===== src/rtl/cla_adder_arbiter_if.sv =====
// Request/response bundle for cla_adder_arbiter: two valid/ready request ports
// and one registered, ID-tagged response port.
interface cla_adder_arbiter_if #(
  parameter int unsigned WIDTH = 32
);
  logic             req0_valid;
  logic             req0_ready;
  logic [WIDTH-1:0] req0_a;
  logic [WIDTH-1:0] req0_b;
  logic             req0_sub;
  logic             req0_lock;

  logic             req1_valid;
  logic             req1_ready;
  logic [WIDTH-1:0] req1_a;
  logic [WIDTH-1:0] req1_b;
  logic             req1_sub;
  logic             req1_lock;

  logic             resp_valid;
  logic             resp_ready;
  logic             resp_id;
  logic [WIDTH-1:0] resp_sum;
  logic             resp_cout;
  logic             resp_ovf;

  modport master (
    output req0_valid, req0_a, req0_b, req0_sub, req0_lock,
    output req1_valid, req1_a, req1_b, req1_sub, req1_lock,
    output resp_ready,
    input  req0_ready, req1_ready,
    input  resp_valid, resp_id, resp_sum, resp_cout, resp_ovf
  );

  modport slave (
    input  req0_valid, req0_a, req0_b, req0_sub, req0_lock,
    input  req1_valid, req1_a, req1_b, req1_sub, req1_lock,
    input  resp_ready,
    output req0_ready, req1_ready,
    output resp_valid, resp_id, resp_sum, resp_cout, resp_ovf
  );
endinterface


===== src/rtl/cla_adder_arbiter.sv =====
// Round-robin shared 32-bit carry-lookahead adder with registered, ID-tagged response.
// Define ADDER_LOCK_EN to let a requester hold the grant across back-to-back transfers.
module cla_adder_arbiter #(
  parameter int unsigned WIDTH = 32
) (
  input logic              clock,
  input logic              reset_n,
  cla_adder_arbiter_if.slave bus
);
  localparam int unsigned NGRP = WIDTH / 8;

  typedef enum logic {EMPTY, FULL} state_t;
  state_t state, state_next;

  logic             last_grant;
  logic             id_q, cout_q, ovf_q;
  logic [WIDTH-1:0] sum_q;

  logic             can_accept, grant0, grant1, xfer, sel;
  logic [WIDTH-1:0] op_a, op_b, op_bx;
  logic             op_sub;
  logic [WIDTH-1:0] bit_g, bit_p, bit_c, sum;
  logic [NGRP-1:0]  grp_g, grp_p;
  logic [NGRP:0]    grp_c;
  logic             cout, ovf;

`ifdef ADDER_LOCK_EN
  logic locked, lock_owner;
`else
  logic unused_lock;
  assign unused_lock = bus.req0_lock ^ bus.req1_lock;
`endif

  assign can_accept = (state == EMPTY) | bus.resp_ready;

  always_comb begin : arbiter
    grant0 = bus.req0_valid & (!bus.req1_valid | last_grant);
    grant1 = bus.req1_valid & (!bus.req0_valid | !last_grant);
`ifdef ADDER_LOCK_EN
    if (locked) begin
      grant0 = !lock_owner & bus.req0_valid;
      grant1 = lock_owner & bus.req1_valid;
    end
`endif
  end

  assign bus.req0_ready = grant0 & can_accept & reset_n;
  assign bus.req1_ready = grant1 & can_accept & reset_n;
  assign xfer = (bus.req0_valid & bus.req0_ready) | (bus.req1_valid & bus.req1_ready);
  assign sel  = grant1;

  assign op_a   = sel ? bus.req1_a   : bus.req0_a;
  assign op_b   = sel ? bus.req1_b   : bus.req0_b;
  assign op_sub = sel ? bus.req1_sub : bus.req0_sub;
  assign op_bx  = op_sub ? ~op_b : op_b;

  // Group carries are each expanded from the carry-in, never chained from the previous group.
  always_comb begin : cla
    logic gg, gp, c;
    gg    = 1'b0;
    gp    = 1'b1;
    c     = 1'b0;
    bit_g = op_a & op_bx;
    bit_p = op_a ^ op_bx;
    grp_g = '0;
    grp_p = '0;
    grp_c = '0;
    bit_c = '0;
    for (int unsigned k = 0; k < NGRP; k++) begin
      gg = 1'b0;
      gp = 1'b1;
      for (int unsigned i = 0; i < 8; i++) begin
        gg = bit_g[8*k+i] | (bit_p[8*k+i] & gg);
        gp = gp & bit_p[8*k+i];
      end
      grp_g[k] = gg;
      grp_p[k] = gp;
    end
    grp_c[0] = op_sub;
    for (int unsigned k = 0; k < NGRP; k++) begin
      c = op_sub;
      for (int unsigned j = 0; j <= k; j++) begin
        c = grp_g[j] | (grp_p[j] & c);
      end
      grp_c[k+1] = c;
    end
    for (int unsigned k = 0; k < NGRP; k++) begin
      c = grp_c[k];
      for (int unsigned i = 0; i < 8; i++) begin
        bit_c[8*k+i] = c;
        c = bit_g[8*k+i] | (bit_p[8*k+i] & c);
      end
    end
    sum  = bit_p ^ bit_c;
    cout = grp_c[NGRP];
    ovf  = (op_a[WIDTH-1] == op_bx[WIDTH-1]) & (sum[WIDTH-1] != op_a[WIDTH-1]);
  end

  always_ff @(posedge clock) begin
    if (!reset_n) state <= EMPTY;
    else          state <= state_next;
  end

  always_comb begin : resp_fsm
    state_next = state;
    unique case (state)
      EMPTY: if (xfer) state_next = FULL;
      FULL:  if (bus.resp_ready & !xfer) state_next = EMPTY;
      default: state_next = EMPTY;
    endcase
  end

  always_ff @(posedge clock) begin
    if (!reset_n) begin
      last_grant <= 1'b1;
      id_q       <= 1'b0;
      sum_q      <= '0;
      cout_q     <= 1'b0;
      ovf_q      <= 1'b0;
    end else if (xfer) begin
      last_grant <= sel;
      id_q       <= sel;
      sum_q      <= sum;
      cout_q     <= cout;
      ovf_q      <= ovf;
    end
  end

`ifdef ADDER_LOCK_EN
  always_ff @(posedge clock) begin
    if (!reset_n) begin
      locked     <= 1'b0;
      lock_owner <= 1'b0;
    end else if (xfer) begin
      locked     <= sel ? bus.req1_lock : bus.req0_lock;
      lock_owner <= sel;
    end else if (locked & can_accept & !(lock_owner ? bus.req1_valid : bus.req0_valid)) begin
      locked     <= 1'b0;
    end
  end
`endif

  assign bus.resp_valid = (state == FULL);
  assign bus.resp_id    = id_q;
  assign bus.resp_sum   = sum_q;
  assign bus.resp_cout  = cout_q;
  assign bus.resp_ovf   = ovf_q;
endmodule


===== src/flat_wrapper.sv =====
// flat-port wrapper written by rule: the top's interface ports become plain ports
module cla_adder_arbiter_flat 
#(
  parameter int unsigned WIDTH = 32
)
  (clock, reset_n, bus_req0_valid, bus_req0_a, bus_req0_b, bus_req0_sub, bus_req0_lock, bus_req1_valid, bus_req1_a, bus_req1_b, bus_req1_sub, bus_req1_lock, bus_resp_ready, bus_req0_ready, bus_req1_ready, bus_resp_valid, bus_resp_id, bus_resp_sum, bus_resp_cout, bus_resp_ovf);
  cla_adder_arbiter_if #(.WIDTH(WIDTH)) bus_i ();
  input logic clock;
  input logic reset_n;
  input wire logic [$bits(bus_i.req0_valid)-1:0] bus_req0_valid;
  input wire logic [$bits(bus_i.req0_a)-1:0] bus_req0_a;
  input wire logic [$bits(bus_i.req0_b)-1:0] bus_req0_b;
  input wire logic [$bits(bus_i.req0_sub)-1:0] bus_req0_sub;
  input wire logic [$bits(bus_i.req0_lock)-1:0] bus_req0_lock;
  input wire logic [$bits(bus_i.req1_valid)-1:0] bus_req1_valid;
  input wire logic [$bits(bus_i.req1_a)-1:0] bus_req1_a;
  input wire logic [$bits(bus_i.req1_b)-1:0] bus_req1_b;
  input wire logic [$bits(bus_i.req1_sub)-1:0] bus_req1_sub;
  input wire logic [$bits(bus_i.req1_lock)-1:0] bus_req1_lock;
  input wire logic [$bits(bus_i.resp_ready)-1:0] bus_resp_ready;
  output wire logic [$bits(bus_i.req0_ready)-1:0] bus_req0_ready;
  output wire logic [$bits(bus_i.req1_ready)-1:0] bus_req1_ready;
  output wire logic [$bits(bus_i.resp_valid)-1:0] bus_resp_valid;
  output wire logic [$bits(bus_i.resp_id)-1:0] bus_resp_id;
  output wire logic [$bits(bus_i.resp_sum)-1:0] bus_resp_sum;
  output wire logic [$bits(bus_i.resp_cout)-1:0] bus_resp_cout;
  output wire logic [$bits(bus_i.resp_ovf)-1:0] bus_resp_ovf;
  assign bus_i.req0_valid = bus_req0_valid;
  assign bus_i.req0_a = bus_req0_a;
  assign bus_i.req0_b = bus_req0_b;
  assign bus_i.req0_sub = bus_req0_sub;
  assign bus_i.req0_lock = bus_req0_lock;
  assign bus_i.req1_valid = bus_req1_valid;
  assign bus_i.req1_a = bus_req1_a;
  assign bus_i.req1_b = bus_req1_b;
  assign bus_i.req1_sub = bus_req1_sub;
  assign bus_i.req1_lock = bus_req1_lock;
  assign bus_i.resp_ready = bus_resp_ready;
  assign bus_req0_ready = bus_i.req0_ready;
  assign bus_req1_ready = bus_i.req1_ready;
  assign bus_resp_valid = bus_i.resp_valid;
  assign bus_resp_id = bus_i.resp_id;
  assign bus_resp_sum = bus_i.resp_sum;
  assign bus_resp_cout = bus_i.resp_cout;
  assign bus_resp_ovf = bus_i.resp_ovf;
  cla_adder_arbiter #(.WIDTH(WIDTH)) u_core (.clock(clock), .reset_n(reset_n), .bus(bus_i));
endmodule

===== config.mk =====
export PLATFORM = sky130hd
export DESIGN_NAME = cla_adder_arbiter_flat
export DESIGN_NICKNAME = d
export VERILOG_FILES = /design/src/rtl/cla_adder_arbiter_if.sv /design/src/rtl/cla_adder_arbiter.sv /design/src/flat_wrapper.sv
export SDC_FILE = /design/constraint.sdc
export NUM_CORES = 1
export LEC_CHECK = 0
export BUFFER_PORTS_ARGS = -buffer_cell sky130_fd_sc_hd__buf_2
export CAP_MARGIN = 20
export CORE_UTILIZATION = 30
export DETAILED_ROUTE_END_ITERATION = 7
export GPL_TIMING_DRIVEN = 0
export PLACE_DENSITY = 0.56
export REMOVE_ABC_BUFFERS = 1
export SYNTH_ARGS = -nofsm -noshare
export SYNTH_HDL_FRONTEND = slang
export SYNTH_SLANG_ARGS = --single-unit
export TNS_END_PERCENT = 10

===== constraint.sdc =====
create_clock -name clock -period 8 [get_ports clock]
set_input_delay 1.6 -clock clock [delete_from_list [all_inputs] [get_ports clock]]
set_output_delay 1.6 -clock clock [all_outputs]
set_load 0.05 [all_outputs]

==> flow_results.xml <==
<?xml version="1.0" encoding="UTF-8"?>
<metrics>
  <group name="run_status">
    <metric name="outcome" unit="">finished clean</metric>
  </group>
  <group name="global_routing">
    <metric name="grt_start_max_net_pins" unit="">38</metric>
    <metric name="wire_length_of_the_first_global_routing_pass" unit="um">15700</metric>
    <metric name="number_of_antenna_violations_at_the_first_check_in_global_routing" unit="">0</metric>
    <metric name="grt_usage" unit="%">14.9</metric>
    <metric name="grt_pass1_vias" unit="">3564</metric>
    <metric name="grt_residual_overflow" unit="">0</metric>
  </group>
  <group name="floorplan">
    <metric name="num_rows" unit="">40</metric>
    <metric name="area_of_the_core" unit="um2">12200</metric>
    <metric name="die_y" unit="um">115</metric>
    <metric name="start_util" unit="%">31.2</metric>
    <metric name="die_width" unit="um">115</metric>
    <metric name="fp.dieArea" unit="um2">13200</metric>
    <metric name="top_level_ports" unit="">175</metric>
  </group>
  <group name="detailed_routing">
    <metric name="vias_per_cell" unit="">4.54</metric>
    <metric name="wl" unit="um">9700</metric>
    <metric name="wl_per_cell" unit="um">12.7</metric>
    <metric name="drt_pre_antenna_iters" unit="">4</metric>
    <metric name="routed_vias" unit="">3453</metric>
    <metric name="detail-route-antenna-nets" unit="">0</metric>
    <metric name="detailedRoute.firstIterationViolations" unit="">105</metric>
    <metric name="drc_errors" unit="">0</metric>
  </group>
  <group name="worst_hold_path">
    <metric name="timing.hold.worst.start" unit="">u_core.bus.resp_sum[31]</metric>
    <metric name="hold_path_depth" unit="">2</metric>
    <metric name="hold_path_class" unit="">register to register</metric>
    <metric name="worst_hold_path.endpoint" unit="">u_core.bus.resp_sum[31]</metric>
  </group>
  <group name="synth">
    <metric name="ys_top_cells_by_count" unit="">55 x mux2i_1, 50 x inv_1, 37 x dfxtp_1</metric>
    <metric name="share_of_flip_flops_with_an_asynchronous_set_or_reset" unit="%">0</metric>
    <metric name="post-synth-top-area-cell" unit="">dfxtp_1</metric>
    <metric name="netlist.area_leader.share" unit="%">19.4</metric>
    <metric name="post_synth_num_cell_types" unit="">39</metric>
    <metric name="synth.yosys.seq_area_share" unit="%">19.4</metric>
    <metric name="synth_seq_cells" unit="">37</metric>
    <metric name="dominantRegCellSynth" unit="">dfxtp_1</metric>
    <metric name="syn_area" unit="um2">3810</metric>
    <metric name="yosysMostFrequentCell" unit="">mux2i_1</metric>
    <metric name="synthesis.area_per_instance" unit="um2">9.12</metric>
    <metric name="number_of_warning_messages_in_the_yosys_log" unit="">0</metric>
    <metric name="number_of_enable_type_register_cells_in_the_synthesized_netlist" unit="">0</metric>
    <metric name="synth_top_cells_by_area" unit="">dfxtp_1 19%, mux2i_1 14%, fa_1 14%</metric>
    <metric name="synthesis.instances" unit="">418</metric>
  </group>
  <group name="finish">
    <metric name="final_layout_size_suffix_gt1_share" unit="%">35.2</metric>
    <metric name="diodes" unit="">0</metric>
    <metric name="flow.area_growth_from_synthesis" unit="%">34.6</metric>
    <metric name="layout.filler_cells" unit="">1264</metric>
    <metric name="total_nets_final" unit="">789</metric>
    <metric name="post-route-util" unit="%">42.0</metric>
  </group>
  <group name="sta">
    <metric name="timing.slew.headroom" unit="%">44.9</metric>
    <metric name="finalHoldViolCount" unit="">0</metric>
    <metric name="grt_setup_unrepaired" unit="">false</metric>
    <metric name="tightestPinTransition" unit="ns">0.822</metric>
    <metric name="final.hold.worst_slack" unit="ns">0.448</metric>
    <metric name="min_period_over_period" unit="%">96.0</metric>
    <metric name="fmax" unit="MHz">130</metric>
    <metric name="timing.final.setup_violations" unit="">0</metric>
    <metric name="timing.final.max_slew_violations" unit="">0</metric>
    <metric name="timing.clock.skew" unit="ns">0.00675</metric>
    <metric name="post-route-min-period" unit="ns">7.68</metric>
  </group>
  <group name="cts">
    <metric name="clk_transition_reported_paths" unit="ns">0.05</metric>
    <metric name="worst_skew_pair.late_latency" unit="ns">0.28</metric>
    <metric name="tritoncts_num_sinks" unit="">37</metric>
    <metric name="cts_tree" unit="">built</metric>
    <metric name="root_buffer" unit="">clkbuf_16</metric>
    <metric name="clock_tree.buffer_depth" unit="">2</metric>
    <metric name="post_cts_hold_buffer_count" unit="">0</metric>
    <metric name="clock_tree.htree_level_count" unit="">2</metric>
    <metric name="tritoncts.num_buffers" unit="">5</metric>
  </group>
  <group name="placement">
    <metric name="routability_congestion" unit="">0.764</metric>
    <metric name="portbufs" unit="">172</metric>
    <metric name="dp_hpwl" unit="um">7810</metric>
  </group>
  <group name="power">
    <metric name="power.density" unit="nW/um2">177</metric>
    <metric name="power.ir.vdd_worst" unit="uV">66.8</metric>
    <metric name="p_leak" unit="nW">2.64</metric>
  </group>
  <group name="critical_path">
    <metric name="worst_r2r_endpoint" unit="">u_core.bus.resp_ovf</metric>
    <metric name="crit_path_max_incr_delay" unit="ns">0.49</metric>
    <metric name="critical_path.cell_chain" unit="">buf_2, a21boi_4, buf_12, mux2i_4, buf_12, xor2_1, ha_1, and3_1, nand4_1, o2111ai_2, a211o_1, a21oi_1, fa_1, fa_1, fa_1, fa_1, fa_1, fa_1, fa_1, xor2_1, or3_1, a21oi_1</metric>
    <metric name="worst-r2r-setup-slack" unit="ns">1.40</metric>
    <metric name="criticalPathCategory" unit="">input port to register</metric>
    <metric name="critical_path.max_fanout" unit="">13</metric>
    <metric name="worstPathBufferInverterCount" unit="">3</metric>
    <metric name="worst_path_max_delay_cell" unit="">fa_1</metric>
    <metric name="worst_r2r_startpoint" unit="">u_core.last_grant</metric>
    <metric name="arrival" unit="ns">7.87</metric>
    <metric name="worst-endpoint-required" unit="ns">8.19</metric>
    <metric name="critPathCaptureType" unit="">register</metric>
    <metric name="worst_reg_to_reg_path_cell_count" unit="">21</metric>
    <metric name="path_common_cell" unit="">fa_1</metric>
    <metric name="timing.critical_path.from_type" unit="">input port</metric>
    <metric name="critical-path-top-delay-family" unit="">adder cells</metric>
  </group>
  <group name="flow_run">
    <metric name="cap_viol_max_count" unit="">0</metric>
  </group>
</metrics>
-- logic make-up (layout without fill, tap and decap cells) --
family | count (synthesis) | after routing | share of synthesized area, %
buffers and inverters | 72 | 246 | 7.91
adders and majority gates | 59 | 59 | 24.7
DFF | 37 | 37 | 19.4
muxes | 65 | 65 | 17.7
AOI/OAI and AO/OA | 71 | 72 | 13.1
xor gates and xnor gates | 38 | 38 | 8.73
and+or+nand+nor | 76 | 76 | 8.53
-- registers in the layout, indices dropped and copies added, names as in the netlist --
signal / flops
u_core.bus.resp_sum: 32
u_core.bus.resp_cout: 1
u_core.bus.resp_id: 1
u_core.bus.resp_ovf: 1
u_core.bus.resp_valid: 1
u_core.last_grant: 1
-- routing by layer --
layer | vias up | part of all wire [%] | routed length, um | track usage [%]
met4 | 0 | 0.70 | 68 | 4.33
met5 | - | 0 | 0 | 0
met3 | 4 | 5.8 | 565 | 3.11
met1 | 1572 | 44 | 4280 | 17.8
met2 | 107 | 49 | 4790 | 26.9
li1 | 1770 | - | - | -
-- power by group --
part / switching, mW / internal (mW)
combinational: 0.295 / 0.201
clock: 0.0717 / 0.122
sequential: 0.0119 / 0.208
total: 0.379 / 0.532
-- what timing repair did --
item	CTS	global route
gates resized for setup	0	0
setup endpoints to repair	7	1
buffers inserted	3	4
pin swaps	1	1
cloned	1	2
-- cells in the final DEF, fill, tap and decap left out, types with 2 or more instances in the layout --
cell type and n:
inv_1 50, buf_2 172, mux2i_1 55, dfxtp_1 37, xnor2_1 5, inv_2 2
xor2_1 33, nand2_1 32, a211oi_1 24, buf_12 3, clkbuf_16 7, nor2_1 26
nand2b_1 2, and3_1 3, o21ai_0 6, buf_6 3, a2111oi_0 3, nor3_1 2
buf_4 7, a21o_1 8, ha_1 32, nand4_1 5, mux2_2 9, fa_1 27
a21oi_1 20, or3_1 2
-- how the worst max path moves through the flow --
stage,startpoint,to,cells after the start
after floorplan,bus_req1_valid,u_core.bus.resp_ovf,19
after global placement,bus_req0_valid,u_core.bus.resp_ovf,20
after detailed placement,bus_req0_valid,u_core.bus.resp_ovf,22
after CTS,bus_req1_valid,u_core.bus.resp_ovf,22
after global routing,bus_req1_valid,u_core.bus.resp_ovf,22
final,bus_req1_valid,u_core.bus.resp_ovf,22
-- stage by stage --
step | std cells | setup TNS [ns] | worst slack (ns) | total power, mW | cell area [um2]
5_1_grt | 761 | 0 | 0.0201 | 0.998 | 5130
2_1_floorplan | 398 | -9.51 | -1.42 | 0.584 | 3710
6_report | 761 | 0 | 0.320 | 0.911 | 5130
4_1_cts | 755 | 0 | 0.119 | 0.922 | 5050
3_5_place_dp | 744 | -5.18 | -1.15 | 0.717 | 4880
3_3_place_gp | 738 | -30.24 | -2.70 | 0.701 | 4780
-- cell type report --
cell class	instances	area [um2]	share of cell area, %
timing repair buffer	187	1060	20.6
clock buffer	7	143	2.78
inverter	52	195	3.80
multi-input combinational	310	2790	54.3
tap	168	210	4.09
sequential	37	741	14.4
-- worst register-to-register path: cells and delay by family, from the launching register on --
| kind | cells | cell delay (ns) |
|---|---|---|
| AO/OA/AOI/OAI | 5 | 0.99 |
| AND/OR/NAND/NOR | 3 | 0.61 |
| multiplexers | 1 | 0.29 |
| flip-flops | 1 | 0.37 |
| buffers and inverters | 2 | 0.37 |
| XOR/XNOR | 2 | 0.28 |
| adder cells (fa/ha/maj) | 8 | 3.61 |
No activity file was read; power rests on OpenSTA's default activity.
